<file path="src/rtl/imem_loader.sv">
// Instruction memory loader: takes a length header plus instruction bytes from a byte
// stream, writes imem from address 0 and holds the CPU meanwhile. Optional checksum: IMEM_LOADER_CHECKSUM_EN.
module imem_loader #(
    parameter int Nloc    = 512,
    parameter int Dbits   = 32,
    parameter int TIMEOUT = 1_000_000
) (
    input  logic                   clk,
    input  logic                   reset,
    input  logic                   load_start,
    input  logic [7:0]             rx_data,
    input  logic                   rx_valid,
    output logic                   rx_ready,
    output logic                   imem_we,
    output logic [$clog2(Nloc)-1:0] imem_waddr,
    output logic [Dbits-1:0]       imem_wdata,
    output logic                   cpu_hold,
    output logic                   busy,
    output logic                   done,
    output logic                   error,
    output logic [$clog2(Nloc):0]  words_loaded
);

    localparam int AW  = $clog2(Nloc);
    localparam int BPW = Dbits / 8;
    localparam int BCW = (BPW > 1) ? $clog2(BPW) : 1;
    localparam int TW  = (TIMEOUT > 1) ? $clog2(TIMEOUT + 1) : 1;

    typedef enum logic [2:0] {
        IDLE,
        HDR,
        DATA,
`ifdef IMEM_LOADER_CHECKSUM_EN
        CSUM,
`endif
        DONE,
        ERR
    } state_t;

    state_t           state, state_next;
    logic [BCW-1:0]   bytecnt;
    logic [Dbits-1:0] shreg;
    logic [AW:0]      len;
    logic [TW-1:0]    tocnt;
    logic             we_q;
    logic             accept;
    logic             last_byte;
    logic             timeout_hit;
    logic             last_word;
    logic [Dbits-1:0] word_next;
`ifdef IMEM_LOADER_CHECKSUM_EN
    logic [Dbits-1:0] acc;
`endif

    assign accept      = rx_valid && rx_ready;
    assign last_byte   = (bytecnt == BCW'(BPW - 1));
    assign word_next   = (shreg << 8) | Dbits'(rx_data);
    assign last_word   = ((words_loaded + (AW + 1)'(1)) == len);
    assign timeout_hit = (TIMEOUT != 0) && !accept && (tocnt == TW'(TIMEOUT - 1));

    // A word completed on the previous edge must not reach memory if reset is being applied now.
    assign imem_we = we_q && !reset;

    always_ff @(posedge clk) begin
        if (reset) begin
            state <= IDLE;
        end else begin
            state <= state_next;
        end
    end

    always_comb begin
        state_next = state;
        rx_ready   = 1'b0;
        busy       = 1'b0;
        cpu_hold   = 1'b0;
        case (state)
            IDLE, DONE: begin
                if (load_start) state_next = HDR;
            end
            ERR: begin
                cpu_hold = 1'b1;
                if (load_start) state_next = HDR;
            end
            HDR: begin
                rx_ready = 1'b1;
                busy     = 1'b1;
                cpu_hold = 1'b1;
                if (timeout_hit) begin
                    state_next = ERR;
                end else if (accept && last_byte) begin
                    if (word_next == '0 || word_next > Dbits'(Nloc)) state_next = ERR;
                    else                                            state_next = DATA;
                end
            end
            DATA: begin
                rx_ready = 1'b1;
                busy     = 1'b1;
                cpu_hold = 1'b1;
                if (timeout_hit) begin
                    state_next = ERR;
                end else if (accept && last_byte && last_word) begin
`ifdef IMEM_LOADER_CHECKSUM_EN
                    state_next = CSUM;
`else
                    state_next = DONE;
`endif
                end
            end
`ifdef IMEM_LOADER_CHECKSUM_EN
            CSUM: begin
                rx_ready = 1'b1;
                busy     = 1'b1;
                cpu_hold = 1'b1;
                if (timeout_hit) begin
                    state_next = ERR;
                end else if (accept && last_byte) begin
                    state_next = (word_next == acc) ? DONE : ERR;
                end
            end
`endif
            default: state_next = IDLE;
        endcase
    end

    // Byte assembly, write-port registers, sticky flags and the idle-cycle watchdog.
    always_ff @(posedge clk) begin
        if (reset) begin
            bytecnt      <= '0;
            shreg        <= '0;
            len          <= '0;
            tocnt        <= '0;
            we_q         <= 1'b0;
            imem_waddr   <= '0;
            imem_wdata   <= '0;
            words_loaded <= '0;
            done         <= 1'b0;
            error        <= 1'b0;
`ifdef IMEM_LOADER_CHECKSUM_EN
            acc          <= '0;
`endif
        end else begin
            we_q <= 1'b0;
            if (!busy && load_start) begin
                bytecnt      <= '0;
                shreg        <= '0;
                tocnt        <= '0;
                words_loaded <= '0;
                done         <= 1'b0;
                error        <= 1'b0;
`ifdef IMEM_LOADER_CHECKSUM_EN
                acc          <= '0;
`endif
            end else if (busy) begin
                tocnt <= accept ? '0 : tocnt + TW'(1);
                if (accept) begin
                    shreg   <= word_next;
                    bytecnt <= last_byte ? '0 : bytecnt + BCW'(1);
                    if (state == HDR && last_byte) begin
                        len <= (AW + 1)'(word_next);
                    end
                    if (state == DATA && last_byte) begin
                        we_q         <= 1'b1;
                        imem_wdata   <= word_next;
                        imem_waddr   <= words_loaded[AW-1:0];
                        words_loaded <= words_loaded + (AW + 1)'(1);
`ifdef IMEM_LOADER_CHECKSUM_EN
                        acc          <= acc + word_next;
`endif
                    end
                end
                if (state_next == DONE) done  <= 1'b1;
                if (state_next == ERR)  error <= 1'b1;
            end
        end
    end

endmodule

</file>
<file path="config.mk">
export PLATFORM = sky130hd
export DESIGN_NAME = imem_loader
export DESIGN_NICKNAME = d
export VERILOG_FILES = /design/src/rtl/imem_loader.sv
export SDC_FILE = /design/constraint.sdc
export NUM_CORES = 1
export LEC_CHECK = 0
export CELL_PAD_IN_SITES_DETAIL_PLACEMENT = 1
export CELL_PAD_IN_SITES_GLOBAL_PLACEMENT = 2
export CORE_MARGIN = 4
export CORE_UTILIZATION = 36
export CTS_BUF_LIST = sky130_fd_sc_hd__clkbuf_8
export DETAILED_ROUTE_END_ITERATION = 10
export PLACE_DENSITY = 0.93
export SYNTH_ARGS = -nofsm -noshare
export SYNTH_HDL_FRONTEND = slang
export SYNTH_SLANG_ARGS = --single-unit
</file>
<file path="constraint.sdc">
create_clock -name clk -period 4.8 [get_ports clk]
set_input_delay 0.96 -clock clk [delete_from_list [all_inputs] [get_ports clk]]
set_output_delay 0.96 -clock clk [all_outputs]
set_load 0.05 [all_outputs]
</file>
==> impl_results.md, run 1 <==
* Status: complete, no violations
* First-pass GRT wire length at 22500 µm
* Vias in the first global route at 4438
* Hold Path Class: register to register
* Number of enable flip-flop cells after synthesis at 0
* DR iter-0 viols at a little under 200
* Hold slack at 0.452 ns
* Yosys cell types at a little over 50
* Post-cts gate resize count at 0
* Hold Crit Depth at 2
* Global-route met2 utilization at 28.5%
* Largest family of logic cells by synthesized area: simple AND/OR/NAND/NOR gates
* Hold_buf cts at 0
* DR DRC count at 0
* # clock sinks at between 100 and 150
* Post-synthesis mux area share at 2.05%
* Ratio of cells with drive above 1 in the final layout at 6.23%
* Seq pwr share at 50.9%
* Final Util at 45.1%
* Worst reg2reg path depth at 4
* Floorplan Core Area at 13300 µm²
* Placed Cells at 804
* Routed Antenna Nets at 0
* Syn Std Cell Area at 4890 µm²
* RSZ-0062 raised after global routing: no
* Crit path DAT at 2.77 ns
* Clock skew at a little over 0.008 ns
* Commonest non-fill, non-tap cell in the layout: nand2_1
* Clock power frac at 44.8%
* # port buffers at 68
* Max cap viols at 0
* Pwr Density at 311 nW/µm²
* Post-Route WL at 13500 µm
* Root buffer cell: clkbuf_8
* Crit path max fanout at 13
* Worst setup SP type: register
* Logic gate share of total power at approximately 4.3%
* Site Rows at 42
* Overflow after GRT at 0
* Final #Nets at 662
* Post-layout min period at 3.73 ns
* Sequential area share after synthesis at 46.3%
* Synthesized netlist cell count at 599
* Via density per instance at ~5
* Placer Congestion at 0.824
* GRT met3 Usage at around 4.7%
* Max H-tree Level at 4
* Yosys reg bits at 113
* CTS Buf Count at 17
* Largest net degree at the start of global routing at 56
* Worst IR drop on VDD at about 180 µV
* Clk slew on worst S/H paths at 0.06 ns
* Met1 Usage GRT at ~22%
* Power Total at 1.86 mW
* Grt peak-use layer: met2
* Die span in x at 125 µm
* RR Endpoint: tocnt[14]
* Yosys warnings at 0
* Hold Crit Start: imem_waddr[0]
* Setup WS post-layout at roughly 1.1 ns
* Final period util at between 70% and 80%
* Worst setup EP type: output pin
* Relative slew slack at 17.6%
* Post-Synth XOR/XNOR Area at 7.50%
* Initial Utilization at 36.8%
* Mapped Avg Cell Area at a little over 8 µm²
* Share of the synthesized area in the top cell type at 46.3%
* Leak at 1.93 nW
* Fmax at 268 MHz
* Final setup violation count at 0
* Switching Share at about 23%
* Clock buffer depth at 2
* Synth area leader: dfxtp_1
* Top-Level Pins at 69
* Slew at the pin with the worst max-slew slack at roughly 1.2 ns
* Area delta synth->final at 22.6%
* R2r setup slk at ~1.8 ns
* WP data required at 3.84 ns
* Commonest non-fill, non-tap cells in the layout: nand2_1, dfxtp_1, a21oi_1
* DR WL/cell at 16.1 µm
* WS Path Type: register to output pin
* Switching pwr at around 0.43 mW
* CTS tree: built
* DP HPWL at 9300 µm
* Vias after detailed routing at 4288
* Hold Path End: imem_waddr[0]
* DIE AREA at 15500 µm²
* Final Cell Area at ~6000 µm²
* Clock latency on the worst-skew pair at around 0.43 ns
* Setup bufs post-CTS at 0
* Ant. Diodes at 0
* Async set-reset flop share out of synthesis at 0%
* Synth Flop Type: dfxtp_1
* Placed cell area at 5630 µm²
* Simple-Gate Fraction of Synth Area at 26.3%
* Die Ht at approximately 120 µm
* Synth area leaders: dfxtp_1, nand2_1, a21oi_1
* Internal power at 1.43 mW
* Compound-Gate Fraction of Synth Area at 12.6%
* Setup_tns at 0 ns
* Reg2Reg Launch Point: state[0]
* Dpl ws at approximately 1.3 ns
* Final Max Slew Viols at 0
* Final Hold Viols at 0
* Initial antenna violation count at 0
* First-pass detailed-route iteration total at 5
* Post-synthesis adder-cell area fraction at 0.768%
* Final cell count without fillers at 834
* Gr usage total at 17.6%
* Syn Nets at 614
[cell type report]
| class | instances | area [µm²] |
|---|---|---|
| clock inverters | 11 | 100 |
| fillers | 1610 | 7300 |
| well taps | 176 | 220 |
| repair buffers | 72 | 706 |
| clock buffers | 19 | 262 |
| inverters | 6 | 22.5 |
| multi-input cells | 437 | 2420 |
| flip-flops and latches | 113 | 2260 |
[cell families after synthesis]
logic type                 after synthesis
muxes                                   10
buffers and inverters                   49
DFF                                    113
adders and majority gates                3
and+or+nand+nor                        278
xor gates and xnor gates                41
AOI/OAI and AO/OA                      105
[synth_stat cells, types with 3 or more instances]
cell type  count
a21oi_1       76
or3_1          4
o21ai_0        5
nand2_1      151
nand2b_1       6
inv_1          6
ha_1           3
buf_2         10
and3_1         3
nand4_1       14
xnor2_1       18
clkbuf_1      26
and4_1         4
a31oi_1        4
mux2i_1       10
a211oi_1       4
nor2_1        49
nor4_1        10
nor3b_1        3
nor3_1         7
nand4b_1       3
nor2b_1        3
nand3_1       11
xor2_1        22
dfxtp_1      113
[power groups by stage]
stage	combinational [mW]	clock [mW]	sequential (mW)
6_report	0.0799	0.835	0.948
5_1_grt	0.0869	0.899	0.948
3_3_place_gp	0.0776	0	0.969
2_1_floorplan	0.0511	0	0.965
4_1_cts	0.0805	0.858	0.948
3_5_place_dp	0.0800	0	0.969
[worst max-delay path by stage]
stage	cells after the start	end	slack, ns	startpoint
final	3	busy	1.07	state[0]
after global routing	3	rx_ready	0.87	state[0]
after CTS	3	busy	1.05	state[0]
after detailed placement	5	tocnt[14]	1.30	rx_valid
after global placement	6	done	1.33	rx_valid
after floorplan	4	rx_ready	1.98	state[1]
[metal layers]
metal,vias to the layer above,part of all wire (%)
li1,2121,-
met1,2063,48
met2,92,47
met3,12,4.1
met4,0,1.1
met5,-,0
[critical path, stage by stage (launching register included)]
cell,delay (ns)
dfxtp_1,0.69
xnor2_2,0.28
nor2_1,0.46
clkdlybuf4s50_1,0.90
[registers in the layout, indices dropped and copies added, names as in the netlist]
register      cells
imem_waddr        9
shreg            24
state             3
tocnt            20
error             1
len              10
imem_wdata       32
done              1
words_loaded     10
we_q              1
bytecnt           2
Note: power is estimated with default switching activity, not from simulation.
==> run 2, diff against run 1 <==
--- a/config.mk
+++ b/config.mk
@@ -8,10 +8,10 @@
 export CELL_PAD_IN_SITES_DETAIL_PLACEMENT = 1
 export CELL_PAD_IN_SITES_GLOBAL_PLACEMENT = 2
 export CORE_MARGIN = 4
-export CORE_UTILIZATION = 36
+export CORE_UTILIZATION = 33
 export CTS_BUF_LIST = sky130_fd_sc_hd__clkbuf_8
 export DETAILED_ROUTE_END_ITERATION = 10
-export PLACE_DENSITY = 0.93
+export PLACE_DENSITY = 0.87
 export SYNTH_ARGS = -nofsm -noshare
 export SYNTH_HDL_FRONTEND = slang
 export SYNTH_SLANG_ARGS = --single-unit
==> constraint.sdc (replaced) <==
create_clock -name clk -period 3.8 [get_ports clk]
set_input_delay 0.76 -clock clk [delete_from_list [all_inputs] [get_ports clk]]
set_output_delay 0.76 -clock clk [all_outputs]
set_load 0.05 [all_outputs]
==> impl_results.md, run 2 (synthesis gave the netlist of run 1 again) <==
* Status: complete, no violations
* Die span in x at 130 µm (+4.2%)
* Crit path max fanout at 13 (unchanged)
* Top-Level Pins at 69 (unchanged)
* Reg2Reg Launch Point: state[0]
* Placer Congestion at 0.820 (-0.52%)
* Via density per instance at 5.15 (+0.11%)
* Dpl ws at 0.787 ns (-0.509 ns)
* Worst IR drop on VDD at 184 µV (+2.7%)
* Commonest non-fill, non-tap cells in the layout: nand2_1, dfxtp_1, a21oi_1
* Final Util at 42.3% (-2.8 points)
* Hold_buf cts at 0 (unchanged)
* Routed Antenna Nets at 0 (unchanged)
* Clk slew on worst S/H paths at 0.07 ns (about the same)
* CTS Buf Count at 17 (unchanged)
* Seq pwr share at 45.3% (-5.6 points)
* DR WL/cell at 16.5 µm (+2.1%)
* Biggest regs: imem_wdata (32), shreg (24), tocnt (20)
* Crit path DAT at 2.74 ns (-0.03 ns)
* Final #Nets at 667 (+0.76%)
* CTS tree: built
* Final Max Slew Viols at 0 (unchanged)
* Power Total at 2.64 mW (+42%)
* Hold Path Class: register to register
* Hold Crit Depth at 2 (unchanged)
* Site Rows at 44 (+4.8%)
* CP Capture Point: rx_ready
* Internal power at 2.04 mW (+42%)
* Ant. Diodes at 0 (unchanged)
* Logic gate share of total power at 4.0% (-0.3 points)
* Relative slew slack at 34.3% (+17 points)
* Gr usage total at 17.1% (-0.45 points)
* Area delta synth->final at 25.8%
* Largest net degree at the start of global routing at 56 (unchanged)
* Fmax at 286 MHz
* Final Hold Viols at 0 (unchanged)
* Initial antenna violation count at 0 (unchanged)
* Clock power frac at 50.7% (+5.9 points)
* Setup_tns at 0 ns (unchanged)
* Clock skew at 0.0113 ns (+0.00304 ns)
* Largest register FFs at 32 (unchanged)
* Setup bufs post-CTS at 0 (unchanged)
* Setup WS post-layout at 0.305 ns (-0.770 ns)
* RSZ-0062 raised after global routing: no
* Grt peak-use layer: met2
* Met1 Usage GRT at 22.4% (+0.19 points)
* R2r setup slk at 1.37 ns (-0.46 ns)
* Worst setup SP type: register
* Commonest non-fill, non-tap cell in the layout: nand2_1
* Pwr Density at 430 nW/µm² (+38%)
* GRT met3 Usage at 3.97% (-0.75 points)
* Initial Utilization at 33.6% (-3.1 points)
* Switching Share at 22.9% (-0.11 points)
* Hold Crit Start: imem_waddr[3]
* WP data required at 3.04 ns (-0.80 ns)
* Placed Cells at 817 (+1.6%)
* Global-route met2 utilization at 27.7% (-0.81 points)
* RR Endpoint: tocnt[17]
* DP HPWL at 9510 µm (+2.2%)
* Final period util at about nine tenths
* Final cell count without fillers at 849 (+1.8%)
* DIE AREA at 16800 µm² (+8.5%)
* Critical Path Source: state[0]
* Switching pwr at 0.605 mW (+41%)
* Post-layout min period at between 3 and 4 ns
* Post-cts gate resize count at 0 (unchanged)
* Ratio of cells with drive above 1 in the final layout at 7.82% (+1.6 points)
* Max H-tree Level at 4 (unchanged)
* Root buffer cell: clkbuf_8
* Clock latency on the worst-skew pair at 0.43 ns (about the same)
* Slew at the pin with the worst max-slew slack at 0.977 ns (-0.254 ns)
* Worst reg2reg path depth at 5 (+1)
* First-pass detailed-route iteration total at 4 (-1)
* Vias in the first global route at 4395 (-0.97%)
* Overflow after GRT at 0 (unchanged)
* Largest register by flop count: imem_wdata
* DR iter-0 viols at 211 (+7.7%)
* Final setup violation count at 0 (unchanged)
* WS Path Type: register to output pin
* Vias after detailed routing at 4370 (+1.9%)
* # port buffers at 68 (unchanged)
* Floorplan Core Area at 14500 µm² (+9.3%)
* Leak at 1.97 nW (+2.1%)
* DR DRC count at 0 (unchanged)
* Max cap viols at 0 (unchanged)
* Worst setup EP type: output pin
* # clock sinks at 113 (unchanged)
* Post-Route WL at 14000 µm (+3.9%)
* Die Ht at 130 µm (+4.2%)
* Clock buffer depth at 2 (unchanged)
* First-pass GRT wire length at 22700 µm (+0.89%)
[run 2: changes by cell type in the layout (fill, tap and decap cells not counted), sizes merged]
cell      before  now
bufinv         2    5
inv           10    7
clkinvlp       0    4
buf            5   10
clkinv         5    3
[run 2: how the worst min path moves through the flow]
stage / end
2_1_floorplan: bytecnt[1]
3_3_place_gp: imem_waddr[0]
3_5_place_dp: imem_wdata[19]
4_1_cts: imem_wdata[19]
5_1_grt: imem_wdata[21]
6_report: imem_waddr[3]
[run 2: metal layers]
metal	routed length, µm	share of wire (%)
met5	0	0
met4	246	1.8
met3	513	3.7
met2	6760	48
met1	6460	46
[run 2: worst max-delay path, stage by stage (launching register included)]
cell	delay [ns]
dfxtp_1	0.66
xnor2_2	0.28
nor2_1	0.47
clkdlybuf4s50_1	0.91
[run 2: area by class of cell]
| class | instances | area, µm² |
|---|---|---|
| fill | 1732 | 8380 |
| multi-input combinational | 437 | 2420 |
| sequential | 113 | 2260 |
| timing repair buffer | 77 | 743 |
| clock buffer | 19 | 262 |
| tap | 184 | 230 |
| clock inverter | 13 | 208 |
| inverter | 6 | 22.5 |
[run 2: through the flow]
step | hold slack (ns) | cell area (µm²)
2_1_floorplan | 0.440 | 4890
5_1_grt | 0.474 | 6150
6_report | 0.456 | 6150
3_5_place_dp | 0.450 | 5680
4_1_cts | 0.460 | 6150
3_3_place_gp | 0.442 | 5680
[run 2: power groups by stage]
stage | Clock (mW) | Combinational [mW] | Sequential [mW]
3_5_place_dp | 0 | 0.107 | 1.22
5_1_grt | 1.43 | 0.115 | 1.20
6_report | 1.34 | 0.106 | 1.20
3_3_place_gp | 0 | 0.104 | 1.22
4_1_cts | 1.37 | 0.107 | 1.20
2_1_floorplan | 0 | 0.0646 | 1.22
